**src/rtl/tdm_demux_4ch.sv**
```systemverilog
// Receive side of the 4:1 TDM channel mux: steers slots 0..3 into per-channel
// holding registers, tracks frame alignment and counts alignment violations.
//
// state  | meaning
// HUNT   | waiting for a beat carrying sof; non-sof beats are discarded
// LOCKED | aligned; slot holds the next expected slot index
module tdm_demux_4ch #(
  parameter int W    = 8,
  parameter int ERRW = 8
) (
  input  logic            clk,
  input  logic            rst,
  input  logic            in_valid,
  input  logic            in_sof,
  input  logic [W-1:0]    in_data,
  output logic [W-1:0]    ch0_data,
  output logic [W-1:0]    ch1_data,
  output logic [W-1:0]    ch2_data,
  output logic [W-1:0]    ch3_data,
  output logic [3:0]      ch_valid,
  output logic            frame_done,
  output logic            sync_err,
  output logic            locked,
  output logic [ERRW-1:0] err_cnt
);

  typedef enum logic {HUNT, LOCKED} state_t;

  state_t     state, state_nxt;
  logic [1:0] slot, slot_nxt;
  logic [3:0] wr_en;
  logic       err_nxt;
  logic       done_nxt;

  always_comb begin
    state_nxt = state;
    slot_nxt  = slot;
    wr_en     = 4'b0000;
    err_nxt   = 1'b0;
    done_nxt  = 1'b0;
    if (in_valid) begin
      unique case (state)
        HUNT: begin
          if (in_sof) begin
            wr_en[0]  = 1'b1;
            slot_nxt  = 2'd1;
            state_nxt = LOCKED;
          end
        end
        LOCKED: begin
          if (in_sof) begin
            // An early sof abandons the partial frame and restarts at slot 0.
            wr_en[0] = 1'b1;
            slot_nxt = 2'd1;
            err_nxt  = (slot != 2'd0);
          end else if (slot == 2'd0) begin
            err_nxt   = 1'b1;
            state_nxt = HUNT;
          end else begin
            wr_en[slot] = 1'b1;
            slot_nxt    = slot + 2'd1;
            // Reaching slot 3 implies slots 0..2 of this frame had no error.
            done_nxt    = (slot == 2'd3);
          end
        end
        default: state_nxt = HUNT;
      endcase
    end
  end

  always_ff @(posedge clk) begin
    if (rst) begin
      state      <= HUNT;
      slot       <= 2'd0;
      ch0_data   <= '0;
      ch1_data   <= '0;
      ch2_data   <= '0;
      ch3_data   <= '0;
      ch_valid   <= 4'b0000;
      frame_done <= 1'b0;
      sync_err   <= 1'b0;
      locked     <= 1'b0;
      err_cnt    <= '0;
    end else begin
      state      <= state_nxt;
      slot       <= slot_nxt;
      ch_valid   <= wr_en;
      frame_done <= done_nxt;
      sync_err   <= err_nxt;
      locked     <= (state_nxt == LOCKED);
      if (wr_en[0]) ch0_data <= in_data;
      if (wr_en[1]) ch1_data <= in_data;
      if (wr_en[2]) ch2_data <= in_data;
      if (wr_en[3]) ch3_data <= in_data;
      if (err_nxt && (err_cnt != {ERRW{1'b1}})) err_cnt <= err_cnt + 1'b1;
    end
  end

endmodule
```
**config.mk**
```make
export PLATFORM = sky130hd
export DESIGN_NAME = tdm_demux_4ch
export DESIGN_NICKNAME = d
export VERILOG_FILES = /design/src/rtl/tdm_demux_4ch.sv
export SDC_FILE = /design/constraint.sdc
export NUM_CORES = 1
export LEC_CHECK = 0
export BUFFER_PORTS_ARGS = -buffer_cell sky130_fd_sc_hd__buf_2
export CAP_MARGIN = 0
export CORE_MARGIN = 4
export CORE_UTILIZATION = 30
export DETAILED_ROUTE_END_ITERATION = 10
export SLEW_MARGIN = 10
export SYNTH_ARGS = -nofsm -noshare
export SYNTH_HDL_FRONTEND = slang
export SYNTH_SLANG_ARGS = --single-unit
```
**constraint.sdc**
```tcl
create_clock -name clk -period 2.9 [get_ports clk]
set_clock_uncertainty 0.15 [all_clocks]
set_input_delay 0.29 -clock clk [delete_from_list [all_inputs] [get_ports clk]]
set_output_delay 0.29 -clock clk [all_outputs]
set_load 0.02 [all_outputs]
```
==> results of run 1 <==
[layout make-up]
| type | count | area (um2) | area share |
|---|---|---|---|
| Clock buffer | 6 | 72.6 | 0.0310 |
| Clock inverter | 2 | 38.8 | 0.0166 |
| Inverter | 4 | 15.0 | 0.00642 |
| Multi-Input combinational cell | 165 | 840 | 0.359 |
| Sequential cell | 49 | 981 | 0.419 |
| Tap cell | 75 | 93.8 | 0.0401 |
| Timing Repair Buffer | 59 | 298 | 0.127 |
[worst max-delay path: cells and delay by family, from the launching register on]
| kind | cells | cell delay (ns) |
|---|---|---|
| adders and majority gates | 2 | 0.57 |
| and+or+nand+nor | 2 | 1.09 |
| DFF | 1 | 0.42 |
| AOI/OAI and AO/OA | 1 | 0.14 |
| buffers and inverters | 1 | 0.10 |
[cell usage in the layout, fill, tap and decap left out, types with 3 or more instances in the layout]
cell type and count:
sky130_fd_sc_hd__and3_1 3, sky130_fd_sc_hd__and2_1 4, sky130_fd_sc_hd__nor3_1 4, sky130_fd_sc_hd__inv_1 4, sky130_fd_sc_hd__a21oi_1 36, sky130_fd_sc_hd__o21ai_0 3
sky130_fd_sc_hd__nand2_1 73, sky130_fd_sc_hd__clkbuf_8 5, sky130_fd_sc_hd__dfxtp_1 49, sky130_fd_sc_hd__ha_1 7, sky130_fd_sc_hd__buf_2 58, sky130_fd_sc_hd__nor2_1 13
[sequential cells by signal (all words and copies together) (netlist names)]
name and cells:
frame_done 1, slot 2, ch3_data 8, ch0_data 8
err_cnt 8, ch1_data 8, ch2_data 8, state 1
ch_valid 4, sync_err 1
[layer usage]
layer / part of all wire / routed length [um]
met1: 0.45 / 2210
met2: 0.47 / 2330
met3: 0.074 / 365
met4: 0.0041 / 20
met5: 0 / 0
[worst max-delay path by stage]
| stage | endpoint | slack [ns] | cells after the start |
|---|---|---|---|
| final | err_cnt[5] | 0.35 | 6 |
| after floorplan | err_cnt[5] | 0.49 | 6 |
| after CTS | err_cnt[5] | 0.34 | 6 |
| after detailed placement | err_cnt[5] | 0.36 | 6 |
| after global routing | err_cnt[5] | 0.17 | 6 |
| after global placement | err_cnt[5] | 0.41 | 6 |
[cell families after synthesis]
group	Yosys count	share of synthesized area
adders and majority gates	7	0.0468
buffers and inverters	14	0.0281
DFF	49	0.524
and+or+nand+nor	109	0.253
AOI/OAI and AO/OA	45	0.129
muxes	2	0.0107
xor gates and xnor gates	2	0.00935
[metrics by stage]
step	util	hold WS, ns	setup slack, ns
6_report	0.390	0.108	0.349
5_1_grt	0.390	0.0993	0.173
4_1_cts	0.390	0.0992	0.342
3_5_place_dp	0.372	0.297	0.363
3_3_place_gp	0.372	0.288	0.415
2_1_floorplan	-	0.255	0.491
[power breakdown]
group / switching, W / internal, W
Sequential: 0.00000693 / 0.000682
Combinational: 0.0000533 / 0.0000238
Clock: 0.000228 / 0.000259
Total: 0.000288 / 0.000965
==> results.md, run 1 <==
- Status: complete, no violations
- Most used DFF post-synth: sky130_fd_sc_hd__dfxtp_1
- Number of enable flip-flop cells after synthesis: 0
- Final setup fails: 0
- Root Buffer Master: sky130_fd_sc_hd__clkbuf_8
- Total number of H-tree levels: 2
- Pin slew with the least headroom to its limit: 0.403 ns
- Post-synth top area cell: sky130_fd_sc_hd__dfxtp_1
- Worst path required time: 2.98 ns
- Power Dens Cells: 536 nW/um2
- Async set or reset register ratio after synthesis: 0
- Routed wirelength normalized by instance count: 13.7 um
- Number of nets in the synthesized netlist: 247
- Hold bufs inserted after CTS: 0
- Drt via density: 4.73
- Sinks on Clock Net: 49
- Commonest cells post-synth: sky130_fd_sc_hd__nand2_1, sky130_fd_sc_hd__dfxtp_1, sky130_fd_sc_hd__a21oi_1, sky130_fd_sc_hd__nor2_1, sky130_fd_sc_hd__clkbuf_1
- Most frequent CP cell: sky130_fd_sc_hd__ha_1
- 1st-iter DRT viols: 118
- Number of buffers created by CTS: 5
- # port buffers: 58
- Number of nets in the finished design: 303
- Placed inst area: 2230 um2
- Fill count: 642
- Average cell area after synthesis: 8.22 um2
- Number of distinct library cell variants in the gate-level netlist after synthesis: 29
- Post-cts gate resize count: 0
- Register-to-Register Setup Slack: 0.35 ns
- Final routed DRC violation total: 0
- Proportion of synthesized chip area in sequential cells: 0.524
- Post-synthesis instance total: 228
- Gr busiest metal: met2
- Effective utilization at floorplan: 0.313
- Aggregate global routing overflow: 0
- Total count of max-transition violations in the final report: 0
- Antenna violations before repair: 0
- Pin count of the biggest net entering global routing: 30
- Remaining max-slew budget at the tightest pin: 0.732
- Number of placed cells counting well taps: 352
- Worst hold path depth: 3
- Global-route wire length before repair: 7960 um
- Worst setup EP type: flop
- Area Growth Syn to Fin: 24.8%
- Die height: 87.0 um
- Clock latency of the later-clocked register in the worst-skew pair: 0.30 ns
- Number of global-route vias before repair: 1594
- Antenna cells: 0
- Share of layout cells above drive strength 1: 0.239
- Initial DRT Pass Iterations: 4
- Maximum Capacitance Violations: 0
- Tightest Hold Check Type: in -> reg
- Leakage power summed over all cells: 1.02 nW
- Met1 Track Usage GR: 0.179
- Crit-path slowest cell: sky130_fd_sc_hd__or4b_4
- VDD IR-drop max: 0.274 mV
- Setup repair after global routing missed its margin: false
- Buffer depth of the longest clock path: 2
- Timing-limited maximum frequency: 392 MHz
- Hold path start: in_data[7]
- Final standard cell count with taps included and fillers excluded: 360
- I/O pin cnt: 59
- Post-synthesis instance area: 1870 um2
- Crit path launch: slot[0]
- Sum of negative setup slack: 0 ns
- Synth Warn #: 0
- Number of buffers inserted to repair setup after CTS: 0
- Type of the setup path with the least slack: reg -> reg
- Overall Global Routing Usage: 0.135
- Time the final worst path needs with I/O delays and setup: 2.55 ns
- Number of nets with antenna violations after routing: 0
- Count of endpoints failing hold in the final timing report: 0
- Destination of the worst register-to-register timing path: err_cnt[5]
- CORE AREA: 5990 um2
- Ranking of synthesized cells by area: sky130_fd_sc_hd__dfxtp_1, sky130_fd_sc_hd__nand2_1, sky130_fd_sc_hd__a21oi_1
- Worst-path fanout max: 6
- Most instantiated library cell after synthesis: sky130_fd_sc_hd__nand2_1
- Met3 demand-to-capacity share in global routing: 0.0445
- M2 GR Usage: 0.214
- Sum of routed wire length over all layers: 4920 um
- Critical path's largest stage delay: 0.58 ns
- Die width: 87.0 um
- Arr. time, crit path: 2.63 ns
- Post-detail-place hpwl: 3480 um
- Weighted congestion reported at the end of routability-driven placement: 0.901
- Clock input transition at the sequential cells of the worst setup and hold paths: 0.09 ns
- WHS Endpoint: ch3_data[7]
- Post-layout total power: 0.00125 W
- Clock tree from TritonCTS: done
- Area enclosed by the die boundary: 7570 um2
- Launch point of the worst reg-to-reg path: slot[0]
- Number of register bits inferred by synthesis: 49
- Total vias in the final route: 1703
- Depth of the worst register-to-register path: 6
- Share of the synthesized area in the top cell type: 0.524
- Share of the clock period used by the worst path: 0.879
- Core Rows: 28
- Chain of cells forming the critical path: inv_1, ha_1, ha_1, or4b_4, or4_1, a21oi_1
- Post-route standard cell area excluding fillers: 2340 um2
- Type of element launching the critical path: flop
Power figures use the tool's default switching activity.
==> run 2, diff against run 1 <==
ABC_AREA = 1   (was default)
==> results.md, run 2 <==
- Effective utilization at floorplan: 0.316 (+0.00320)
- Hold bufs inserted after CTS: 0 (unchanged)
- Setup repair after global routing missed its margin: false
- Remaining max-slew budget at the tightest pin: 0.750 (+0.0182)
- Final standard cell count with taps included and fillers excluded: 388 (+7.8%)
- Depth of the worst register-to-register path: 10 (+4)
- Footprint of the multi-input gates: 828 um2 (-1.3%)
- # port buffers: 58 (unchanged)
- Sinks on Clock Net: 49 (unchanged)
- CORE AREA: 6060 um2 (+1.2%)
- Most instantiated library cell after synthesis: sky130_fd_sc_hd__nor2_1
- Timing-limited maximum frequency: 542 MHz (+38%)
- Clock input transition at the sequential cells of the worst setup and hold paths: 0.09 ns (about the same)
- Global-route wire length before repair: 7860 um (-1.3%)
- Number of nets in the synthesized netlist: 270 (+9.3%)
- Initial DRT Pass Iterations: 4 (unchanged)
- Weighted congestion reported at the end of routability-driven placement: 0.849 (-5.8%)
- Arr. time, crit path: 1.93 ns (-0.70 ns)
- Die height: 87.9 um (+0.99%)
- Count of endpoints failing hold in the final timing report: 0 (unchanged)
- Leakage power summed over all cells: 1.11 nW (+9.6%)
- Share of the synthesized area in the top cell type: 0.512 (-0.0113)
- VDD IR-drop max: 0.256 mV (-6.5%)
- Total vias in the final route: 1730 (+1.6%)
- Time the final worst path needs with I/O delays and setup: 1.85 ns (-0.705 ns)
- Area enclosed by the die boundary: 7720 um2 (+2.0%)
- Worst-path fanout max: 5 (-1)
- Average cell area after synthesis: 7.63 um2 (-7.2%)
- Number of global-route vias before repair: 1615 (+1.3%)
- Power Dens Cells: 508 nW/um2 (-5.2%)
- Most used DFF post-synth: sky130_fd_sc_hd__dfxtp_1
- Sequential cell area: 981 um2 (unchanged)
- Final setup fails: 0 (unchanged)
- Sum of negative setup slack: 0 ns (unchanged)
- Post-synthesis instance area: 1910 um2 (+2.2%)
- Ranking of synthesized cells by area: sky130_fd_sc_hd__dfxtp_1, sky130_fd_sc_hd__nor2_1, sky130_fd_sc_hd__o21ai_0
- Most common cell after layout, fill and taps aside: sky130_fd_sc_hd__nor2_1
- Antenna cells: 0 (unchanged)
- Synth Warn #: 0 (unchanged)
- Type of element launching the critical path: flop
- Clock latency of the later-clocked register in the worst-skew pair: 0.29 ns (about the same)
- Buffer depth of the longest clock path: 2 (unchanged)
- Number of distinct library cell variants in the gate-level netlist after synthesis: 20 (-31%)
- Post-layout worst setup margin: 1.05 ns (+0.705 ns)
- Number of buffers inserted to repair setup after CTS: 0 (unchanged)
- Post-detail-place hpwl: 3510 um (+0.59%)
- Aggregate global routing overflow: 0 (unchanged)
- Share of the clock period used by the worst path: 0.636 (-0.243)
- Commonest cells after routing, fill and taps aside: sky130_fd_sc_hd__nor2_1, sky130_fd_sc_hd__buf_2, sky130_fd_sc_hd__dfxtp_1, sky130_fd_sc_hd__o21ai_0, sky130_fd_sc_hd__nand2_1
- Post-Route Utilization: 0.393 (+0.00230)
- Drt via density: 4.46 (-5.7%)
- Number of nets with antenna violations after routing: 0 (unchanged)
- Worst path required time: 2.99 ns (about the same)
- Routed wirelength normalized by instance count: 12.5 um (-8.7%)
- Post-synthesis instance total: 251 (+10%)
- Post-synth top area cell: sky130_fd_sc_hd__dfxtp_1
- Final routed DRC violation total: 0 (unchanged)
- Number of register bits inferred by synthesis: 49 (unchanged)
- Worst setup EP type: flop
- Overall Global Routing Usage: 0.130 (-0.00468)
- Pin slew with the least headroom to its limit: 0.374 ns (-0.0282 ns)
- Post-cts gate resize count: 0 (unchanged)
- Most frequent CP cell: sky130_fd_sc_hd__nand2_1
- Antenna violations before repair: 0 (unchanged)
- Total number of H-tree levels: 2 (unchanged)
- Clock tree from TritonCTS: done
- Status: complete, no violations
- Die width: 87.9 um (+0.99%)
- Worst-case hold slack: 0.0873 ns (-0.0203 ns)
- Chain of cells forming the critical path: inv_1, ha_1, ha_1, inv_1, nand2_1, nor2_2, nand2_1, nand2_1, nand2_1, nor2_1
- Commonest cells post-synth: sky130_fd_sc_hd__nor2_1, sky130_fd_sc_hd__dfxtp_1, sky130_fd_sc_hd__o21ai_0, sky130_fd_sc_hd__nand2_1, sky130_fd_sc_hd__inv_1
- Top Family by Delay on Critical Path: adder cells
- Root Buffer Master: sky130_fd_sc_hd__clkbuf_8
- Fill count: 673 (+4.8%)
- Pin count of the biggest net entering global routing: 33 (+10%)
- Number of placed cells counting well taps: 380 (+8.0%)
- Crit-path slowest cell: sky130_fd_sc_hd__dfxtp_1
- Async set or reset register ratio after synthesis: 0 (unchanged)
- Tightest Hold Check Type: in -> reg
- Critical path's largest stage delay: 0.41 ns (-0.17 ns)
- Worst slack, placed: 1.07 ns (+0.710 ns)
- Number of enable flip-flop cells after synthesis: 0 (unchanged)
- Share of layout cells above drive strength 1: 0.249 (+0.0106)
- Critical Path Stages: 10 (+4)
- Number of buffers created by CTS: 5 (unchanged)
- Core Rows: 28 (unchanged)
- Worst hold path depth: 2 (-1)
- Sum of routed wire length over all layers: 4850 um (-1.6%)
- Proportion of synthesized chip area in sequential cells: 0.512 (-0.0113)
- Number of nets in the finished design: 331 (+9.2%)
- I/O pin cnt: 59 (unchanged)
- Area Growth Syn to Fin: 24.3%
- Type of the setup path with the least slack: reg -> reg
- Number of buffers and inverters on the critical path: 2 (+1)
- Total count of max-transition violations in the final report: 0 (unchanged)
- 1st-iter DRT viols: 70 (-41%)
- Maximum Capacitance Violations: 0 (unchanged)
==> run 2: routing by layer <==
metal  track usage  routed length (um)  vias up
met5             0                   0        -
met1         0.167                2270      773
met2         0.214                2290       35
li1              -                   -      918
met4        0.0446                  57        0
met3        0.0320                 230        4
==> run 2: report_power, final <==
group	internal, W	switching, W
logic	0.0000302	0.0000663
clock network	0.000194	0.000227
registers	0.000685	0.00000706
==> run 2: cells by family after synthesis <==
group                    share of synthesized area
AND/OR/NAND/NOR                              0.275
buffers and inverters                       0.0549
flip-flops                                   0.512
adder cells (fa/ha/maj)                     0.0457
AO/OA/AOI/OAI                                0.112
==> run 2: worst paths after layout <==
path                  to         from  slack, ns
min           frame_done       in_sof       0.09
max           err_cnt[3]      slot[0]       1.05
min reg2reg  ch2_data[0]  ch2_data[0]       0.33
max reg2reg   err_cnt[3]      slot[0]       1.05
==> run 2: area by class of cell <==
class / instances / share of cell area
multi-input cells: 176 / 0.348
inverters: 21 / 0.0347
flip-flops and latches: 49 / 0.412
repair buffers: 59 / 0.125
clock inverters: 2 / 0.00578
well taps: 75 / 0.0394
clock buffers: 6 / 0.0347
==> run 2: per-stage QoR <==
stage | area [um2] | power [W]
global placement | 2280 | 0.000804
finish | 2380 | 0.00121
detailed placement | 2280 | 0.000805
floorplan | 1910 | 0.000766
CTS | 2380 | 0.00123
global route | 2380 | 0.00126
